File: src/rtl/cpu_pkg.sv
// Shared CPU constants and the sequential divider FSM encoding.
package cpu_pkg;

   localparam int CPU_XLEN = 32;

   typedef enum logic [1:0] {
      DIV_IDLE = 2'd0,
      DIV_RUN  = 2'd1,
      DIV_FIX  = 2'd2,
      DIV_DONE = 2'd3
   } div_state_e;

endpackage

File: src/rtl/seq_divider_div_step.sv
// One combinational restoring-division step: shift in the next dividend bit,
// trial-subtract the divisor, keep the difference only when it did not borrow.
module div_step
   import cpu_pkg::*;
#(
   parameter int WIDTH = CPU_XLEN
) (
   input  logic [WIDTH-1:0] rem_i,
   input  logic [WIDTH-1:0] quo_i,
   input  logic [WIDTH-1:0] dvs_i,
   output logic [WIDTH-1:0] rem_o,
   output logic [WIDTH-1:0] quo_o
);

   logic [WIDTH:0] shifted;
   logic [WIDTH:0] diff;

   assign shifted = {rem_i, quo_i[WIDTH-1]};
   assign diff    = shifted - {1'b0, dvs_i};

   // rem_i < dvs_i keeps shifted below 2*dvs_i, so a clear top bit means no borrow
   assign rem_o = diff[WIDTH] ? shifted[WIDTH-1:0] : diff[WIDTH-1:0];
   assign quo_o = {quo_i[WIDTH-2:0], ~diff[WIDTH]};

endmodule

File: src/rtl/seq_divider.sv
// Sequential restoring divider (signed; unsigned DIVU support when
// DIVIDER_UNSIGNED_EN is defined, which adds the div_signed port).
module seq_divider
   import cpu_pkg::*;
#(
   parameter int WIDTH = CPU_XLEN
) (
   input  logic             clk,
   input  logic             reset,
   input  logic             div_start,
   input  logic [WIDTH-1:0] dividend,
   input  logic [WIDTH-1:0] divisor,
`ifdef DIVIDER_UNSIGNED_EN
   input  logic             div_signed,
`endif
   output logic             busy,
   output logic             done,
   output logic             div_zero,
   output logic [WIDTH-1:0] quotient,
   output logic [WIDTH-1:0] remainder
);

   localparam int CNT_W = (WIDTH > 1) ? $clog2(WIDTH) : 1;

   div_state_e       state_q, state_d;
   logic [CNT_W-1:0] cnt_q, cnt_d;
   logic             zero_q, zero_d;
   logic             fix_ph_q, fix_ph_d;
   logic [WIDTH-1:0] quotient_q, quotient_d;
   logic [WIDTH-1:0] remainder_q, remainder_d;

   logic [WIDTH-1:0] rem_q, rem_d;
   logic [WIDTH-1:0] quo_q, quo_d;
   logic [WIDTH-1:0] dvs_q, dvs_d;
   logic             neg_quo_q, neg_quo_d;
   logic             neg_rem_q, neg_rem_d;

   logic [WIDTH-1:0] step_rem;
   logic [WIDTH-1:0] step_quo;
   logic             sgn_en;
   logic             dvd_neg;
   logic             dvs_neg;

   function automatic logic [WIDTH-1:0] apply_sign(input logic [WIDTH-1:0] v,
                                                   input logic             neg);
      return neg ? (~v + WIDTH'(1)) : v;
   endfunction

`ifdef DIVIDER_UNSIGNED_EN
   assign sgn_en = div_signed;
`else
   assign sgn_en = 1'b1;
`endif

   assign dvd_neg = sgn_en & dividend[WIDTH-1];
   assign dvs_neg = sgn_en & divisor[WIDTH-1];

   div_step #(.WIDTH(WIDTH)) u_step (
      .rem_i (rem_q),
      .quo_i (quo_q),
      .dvs_i (dvs_q),
      .rem_o (step_rem),
      .quo_o (step_quo)
   );

   always_comb begin
      state_d     = state_q;
      cnt_d       = cnt_q;
      zero_d      = zero_q;
      fix_ph_d    = fix_ph_q;
      quotient_d  = quotient_q;
      remainder_d = remainder_q;
      rem_d       = rem_q;
      quo_d       = quo_q;
      dvs_d       = dvs_q;
      neg_quo_d   = neg_quo_q;
      neg_rem_d   = neg_rem_q;

      case (state_q)
         DIV_IDLE: begin
            if (div_start) begin
               if (divisor == '0) begin
                  zero_d  = 1'b1;
                  state_d = DIV_DONE;
               end else begin
                  zero_d    = 1'b0;
                  fix_ph_d  = 1'b0;
                  rem_d     = '0;
                  quo_d     = apply_sign(dividend, dvd_neg);
                  dvs_d     = apply_sign(divisor, dvs_neg);
                  neg_quo_d = dvd_neg ^ dvs_neg;
                  neg_rem_d = dvd_neg;
                  cnt_d     = CNT_W'(WIDTH - 1);
                  state_d   = DIV_RUN;
               end
            end
         end
         DIV_RUN: begin
            rem_d = step_rem;
            quo_d = step_quo;
            if (cnt_q == '0) begin
               state_d = DIV_FIX;
            end else begin
               cnt_d = cnt_q - CNT_W'(1);
            end
         end
         DIV_FIX: begin
            // Negation and output load are split across two cycles so the
            // adder never sits in front of the architectural result registers.
            if (!fix_ph_q) begin
               quo_d    = apply_sign(quo_q, neg_quo_q);
               rem_d    = apply_sign(rem_q, neg_rem_q);
               fix_ph_d = 1'b1;
            end else begin
               quotient_d  = quo_q;
               remainder_d = rem_q;
               state_d     = DIV_DONE;
            end
         end
         DIV_DONE: begin
            state_d = DIV_IDLE;
         end
         default: begin
            state_d = DIV_IDLE;
         end
      endcase
   end

   always_ff @(posedge clk) begin
      if (reset) begin
         state_q     <= DIV_IDLE;
         cnt_q       <= '0;
         zero_q      <= 1'b0;
         fix_ph_q    <= 1'b0;
         quotient_q  <= '0;
         remainder_q <= '0;
      end else begin
         state_q     <= state_d;
         cnt_q       <= cnt_d;
         zero_q      <= zero_d;
         fix_ph_q    <= fix_ph_d;
         quotient_q  <= quotient_d;
         remainder_q <= remainder_d;
      end
   end

   // Working datapath registers are always reloaded on acceptance.
   always_ff @(posedge clk) begin
      rem_q     <= rem_d;
      quo_q     <= quo_d;
      dvs_q     <= dvs_d;
      neg_quo_q <= neg_quo_d;
      neg_rem_q <= neg_rem_d;
   end

   assign busy      = (state_q != DIV_IDLE);
   assign done      = (state_q == DIV_DONE);
   assign div_zero  = (state_q == DIV_DONE) && zero_q;
   assign quotient  = quotient_q;
   assign remainder = remainder_q;

endmodule

File: config.mk
export PLATFORM = sky130hd
export DESIGN_NAME = seq_divider
export DESIGN_NICKNAME = d
export VERILOG_FILES = /design/src/rtl/cpu_pkg.sv /design/src/rtl/seq_divider_div_step.sv /design/src/rtl/seq_divider.sv
export SDC_FILE = /design/constraint.sdc
export NUM_CORES = 1
export LEC_CHECK = 0
export ABC_CLOCK_PERIOD_IN_PS = 3550
export CORE_UTILIZATION = 25
export CTS_BUF_LIST = sky130_fd_sc_hd__clkbuf_8
export CTS_CLUSTER_DIAMETER = 200
export CTS_CLUSTER_SIZE = 10
export DETAILED_ROUTE_END_ITERATION = 6
export PLACE_DENSITY = 0.53
export SKIP_LAST_GASP = 1
export SLEW_MARGIN = 20
export SYNTH_ARGS = -nofsm -noshare
export SYNTH_HDL_FRONTEND = slang
export SYNTH_SLANG_ARGS = --single-unit
File: constraint.sdc
create_clock -name clk -period 3.55 [get_ports clk]
set_clock_uncertainty 0.15 [all_clocks]
set_input_delay 0.71 -clock clk [delete_from_list [all_inputs] [get_ports clk]]
set_output_delay 0.71 -clock clk [all_outputs]
set_load 0.01 [all_outputs]
# Word level (Yosys, flattened, before mapping)
# Index checks and enable logic that the tools add are counted.
# W data, S select, Z words.
# word_totals
ff_bits	171
n_memories	0
out_inout_bits	67
input_bits	67
mem_bits_rw	0
word_cells	78
romBits	0
latch_bits	0
# op_classes
n_reduce_logical	16
div	0
eq_ne	11
n_lt_le_gt_ge	0
bitwise	7
n_mux	26
n_addsub	6
multipliers	0
shift	0
# op_table
operator	n
$mux W32	10
$pmux W32 S3	2
$add A32 B1 Y32 const B	4
$not A32 Y32	4
$sub A33 B32 Y33	1
$logic_not A32 Y1	1
$mux W31	1
$ne A2 B2 Y1 const B	8
$mux W5	3
$pmux W5 S2	1
$reduce_and A5 Y1	2
$reduce_and A3 Y1	3
$mux W2	4
$pmux W2 S4	1
$reduce_bool A2 Y1	3
$logic_not A5 Y1	1
$sub A5 B1 Y5 const B	1
$eq A2 B2 Y1 const B	2
$reduce_and A2 Y1	2
$reduce_and A4 Y1	1
$mux W1	3
$reduce_bool A3 Y1	1
$eq A2 B1 Y1 const B	1
$logic_not A2 Y1	1
other kinds (4)	5

# Longest topological paths before layout
# Gate-level depths: netlist (run 1).
# logic_depth
depth_word	6
ltp_mapped	13
depth_no_buf	12

# Modules after synthesis
# A second synthesis (run 1) with hierarchy kept.
# unflattened
cells_unflattened	1356
hier_area_um2	11786.3
# by_module_without_submodules
module	area_each_um2	instances	seq_area_each_um2	cells_each
seq_divider	9297.7	1	4404.2	1014
div_step	2488.6	1	0.0	342

# Worst setup path before layout (run 1)
# OpenSTA, ideal clock, no wires.
# synth_path
path_kind	input-to-reg
from	in divisor[0]
to	reg quo_q[0], enable pin
n_path_buf	0
arrival_time_ns	3.265
setup_slack_ns	-0.297
required_ns	2.968
setup_time_ns	0.432
cell_stages	9
cell_sequence	inv_1 ha_1 or4b_1 nor4_1 nand3_1 nor4_2 o21ai_1 nand2b_1 a21oi_1
# synth_between
elab_chain_cells	3
# synth_rtl
item	line_no	source
start, declared	seq_divider.sv:12	input logic [WIDTH-1:0] divisor,
$logic_not A32 Y1	seq_divider.sv:82	if (divisor == '0) begin
$ne A2 B2 Y1 (no source line)	-	
$reduce_and A5 Y1 (no source line)	-	
end signal, assigned	seq_divider.sv:150	quo_q <= quo_d;
end, declared	seq_divider.sv:33	logic [WIDTH-1:0] quo_q, quo_d;
# Every way passes these cells.
# A chain may end at the register's enable or synchronous reset.

# Final worst setup path (run 1)
# layout_path
from	reg quo_q[31]
to	reg rem_q[19], data pin
# layout_between
elab_chain_cells	3
# layout_rtl
item	line_no	source
$sub A33 B32 Y33	seq_divider_div_step.sv:19	assign diff = shifted - {1'b0, dvs_i};
$mux W32	seq_divider_div_step.sv:22	assign rem_o = diff[WIDTH] ? shifted[WIDTH-1:0] : diff[WIDTH-1:0];
$pmux W32 S3	seq_divider.sv:79	case (state_q)
named net rem_d[19]	seq_divider.sv:32	logic [WIDTH-1:0] rem_q, rem_d;
end signal, assigned	seq_divider.sv:149	rem_q <= rem_d;
end, declared	seq_divider.sv:32	
# The timed path passes the listed nets, and every way through them passes these cells.

==> reports/qor.yml, run 1 <==
status: "finished, final reports clean"
synth_cell_types: 63
grt_pass1_wl_um: 56400
crit_required_ns: 3.61
finalSetupViolations: 0
die_h_um: 214
syn_area_per_cell_um2: 8.49
tightest_slew_ns: 1.00
cts_tree: "built"
port_buffers: 133
grt_usage_pct: 15.5
switchingPower_uw: 4890
p_leak_uw: 0.00540
p_per_area_nw_per_um2: 769
critical_path.slowest_cell: "edfxtp_1"
r2r_slack_ns: 0.12
gp_congestion: 0.897
crit_path_max_incr_delay_ns: 0.43
cts_hold_buffers: 0
maxSlewViolCount: 0
die_w_um: 214
clkSlewWorstSetupHoldPaths_ns: 0.09
ys.flop_type: "edfxtp_1"
swShare_pct: 43.1
grt_max_degree: 65
ir_drop_mv: 0.414
synthArstFlopShare_pct: 0
synth_top_area_share_pct: 26.1
ant_nets: 0
place_worst_setup_slack_ns: -0.431
avgViaCountPerCell: 4.87
r2r_end: "rem_q[19]"
post_drt_wl_per_cell_um: 16.6
yosysSeqAreaShare_pct: 39.1
finalPower_uw: 11400
period_needed_ns: 3.43
max_slew_margin_pct: 33.0
drc: 0
crit_arrival_ns: 3.49
first_global_vias: 10100
syn_nets: 1438
p_clk_share_pct: 13.4
post-route-util_pct: 33.3
setup.worst_path.start_class: "flop"
synth-seq-cells: 171
finalWirelength_um: 35600
final_cells: 2151
grt_overflow: 0
power_frac_comb_pct: 55.9
drtPass1Iterations: 5
crit_top_cell: "buf_4"
crit_type: "reg -> reg"
synth_edf_count: 98
ctsLongestPathBuffers: 2
crit_path_end: "rem_q[19]"
insertion_delay_ns: 0.50
endpoint_kind: "flop"
cts-htree-levels: 4
power_frac_seq_pct: 30.7
dp.cells: 2110
synth_warnings: 0
crit_path_start: "quo_q[31]"
syn_to_final_growth_pct: 31.0
grt_busiest_layer: "met2"
cts_sinks: 171
synth_top_area_cell: "edfxtp_1"
cap_viol_max_count: 0
crit_fanout: 6
synth_cells: 1328
synthTopCellsByArea: "edfxtp_1 26%, dfxtp_1 13%, nand2_1 7.7%"
cts_root_buf: "clkbuf_8"
power.internal_uw: 6470
setup_ws_ns: 0.120
grtUsageMet1_pct: 19.8
antenna_found_initial: 1
fmax_mhz: 292
met2_usage_pct: 26.5
dieArea_um2: 45900
cts_made_buffers: 17
nNetsFinal: 1655
drt_iter0_drc: 855
coreArea_um2: 44300
initial_utilization_pct: 25.4
hold_class: "reg -> reg"
rows: 77
r2r-start: "quo_q[31]"
finalHoldViolations: 0
rr_worst_depth: 15
period_share_pct: 96.6
rsz0062_at_grt: "true"
grtUsageMet3_pct: 2.09
drive_gt1_share_pct: 13.5
vias: 10500
io_pins: 134
worstPathCellList: "inv_2, ha_4, fa_2, nand2b_4, a21o_1, and3_1, o21ai_2, nand2_2, o211ai_1, buf_4, xor2_4, buf_12, buf_4, mux2i_2, o22ai_1"
synth_area_um2: 11300
place_hpwl_um: 27300
## power groups by stage
stage | logic (uW) | registers (uW) | clock network (uW)
finish | 6350 | 3490 | 1520
global placement | 5800 | 3510 | 0
CTS | 6130 | 3480 | 1570
detailed placement | 5880 | 3520 | 0
global route | 6970 | 3570 | 1630
floorplan | 3900 | 3320 | 0
## cells in the mapped netlist (5+ instances only)
cell and count:
o21ai_1 33, edfxtp_1 98, nand3b_1 6, inv_1 57, or4_1 14, o21ai_0 56
ha_1 42, o22ai_1 24, o21a_1 5, a31oi_1 23, nand2b_1 15, a21oi_1 132
nor4_1 15, o41ai_1 11, nand2_1 231, mux2i_1 31, clkbuf_1 64, o21bai_1 7
and3_1 19, buf_1 6, and2_1 5, dfxtp_1 73, xor2_1 39, nand3_1 16
or3_1 10, o31ai_1 16, nor4_2 6, nor3_1 16, nor2_1 79, or2_1 6
xnor2_1 83, a22oi_1 8, a21o_1 7, o211ai_1 5, o221ai_1 6
## metal layers
layer	part of all wire, %	vias to the layer above	wire, um
met5	0	-	0
met4	2.6	0	926
met3	4.0	44	1430
met2	49	264	17300
met1	45	4957	15900
li1	-	5210	-
## layout by cell type, fill, tap and decap left out, types with 29 or more instances in the layout
| cell type | n |
|---|---|
| a21oi_1 | 128 |
| buf_4 | 128 |
| clkdlybuf4s50_1 | 132 |
| dfxtp_1 | 73 |
| edfxtp_1 | 98 |
| ha_1 | 40 |
| inv_1 | 58 |
| mux2i_1 | 29 |
| nand2_1 | 229 |
| nor2_1 | 76 |
| o21ai_0 | 56 |
| o21ai_1 | 31 |
| xnor2_1 | 83 |
| xor2_1 | 39 |
## metrics by stage
stage | hold slack (ns) | cell area, um^2 | TNS, ns
floorplan | 0.277 | 11300 | -19.03
global placement | 0.295 | 14200 | -29.10
detailed placement | 0.299 | 14200 | -38.27
CTS | 0.312 | 14600 | 0
global route | 0.329 | 14800 | -0.0661
finish | 0.307 | 14800 | 0
## what timing repair did
item | CTS | global route
setup buffers | 1 | 5
hold endpoints to repair | 0 | 0
setup endpoints to repair | 30 | 49
resized for setup | 6 | 12
gates cloned | 1 | 1
pin swaps | 0 | 5
## cell type report
| type | instances | area (um^2) |
|---|---|---|
| flip-flops and latches | 171 | 4400 |
| clock inverters | 11 | 140 |
| clock buffers | 21 | 289 |
| fillers | 4674 | 29500 |
| diodes | 1 | 2.50 |
| well taps | 592 | 741 |
| multi-input cells | 1027 | 6490 |
| repair buffers | 271 | 2490 |
| inverters | 57 | 214 |
## worst min-delay path by stage
stage                     to  depth (start not counted)          start
2_1_floorplan         zero_q                          2         zero_q
3_3_place_gp   remainder[26]                          2  remainder[26]
5_1_grt         quotient[14]                          2   quotient[14]
6_report       remainder[28]                          2  remainder[28]
4_1_cts        remainder[24]                          2  remainder[24]
3_5_place_dp    quotient[23]                          2   quotient[23]
## critical path: cells and delay by family (launching register included)
family	cells	cell delay, ns
adders and majority gates	2	0.57
AOI/OAI and AO/OA	4	0.61
and+or+nand+nor	3	0.43
DFF	1	0.43
muxes	1	0.23
xor gates and xnor gates	1	0.18
buffers and inverters	4	0.52
## state kept, by name (all words and copies together), names as in the netlist
name	flops
rem_q	32
cnt_q	5
neg_quo_q	1
dvs_q	32
quo_q	32
zero_q	1
state_q	2
quotient	32
neg_rem_q	1
remainder	32
fix_ph_q	1
## cell families (layout without fill, tap and decap cells)
family | count (synthesis) | after routing | synth area share, %
multiplexers | 31 | 31 | 2.75
other | 0 | 1 | 0
XOR/XNOR | 123 | 123 | 9.62
AND/OR/NAND/NOR | 468 | 468 | 19.9
flip-flops | 171 | 171 | 39.1
AO/OA/AOI/OAI | 362 | 362 | 19.4
buffers and inverters | 130 | 360 | 4.36
adder cells (fa/ha/maj) | 43 | 43 | 4.84
(Power assumes the default switching activity.)
==> run 2, diff against run 1 <==
--- a/config.mk
+++ b/config.mk
@@ -5,6 +5,7 @@
 export SDC_FILE = /design/constraint.sdc
 export NUM_CORES = 1
 export LEC_CHECK = 0
+export ABC_AREA = 0
 export ABC_CLOCK_PERIOD_IN_PS = 3550
 export CORE_UTILIZATION = 25
 export CTS_BUF_LIST = sky130_fd_sc_hd__clkbuf_8
==> results of run 2 <==
Same layout as run 1: the final DEF is identical, and so are final timing and power.
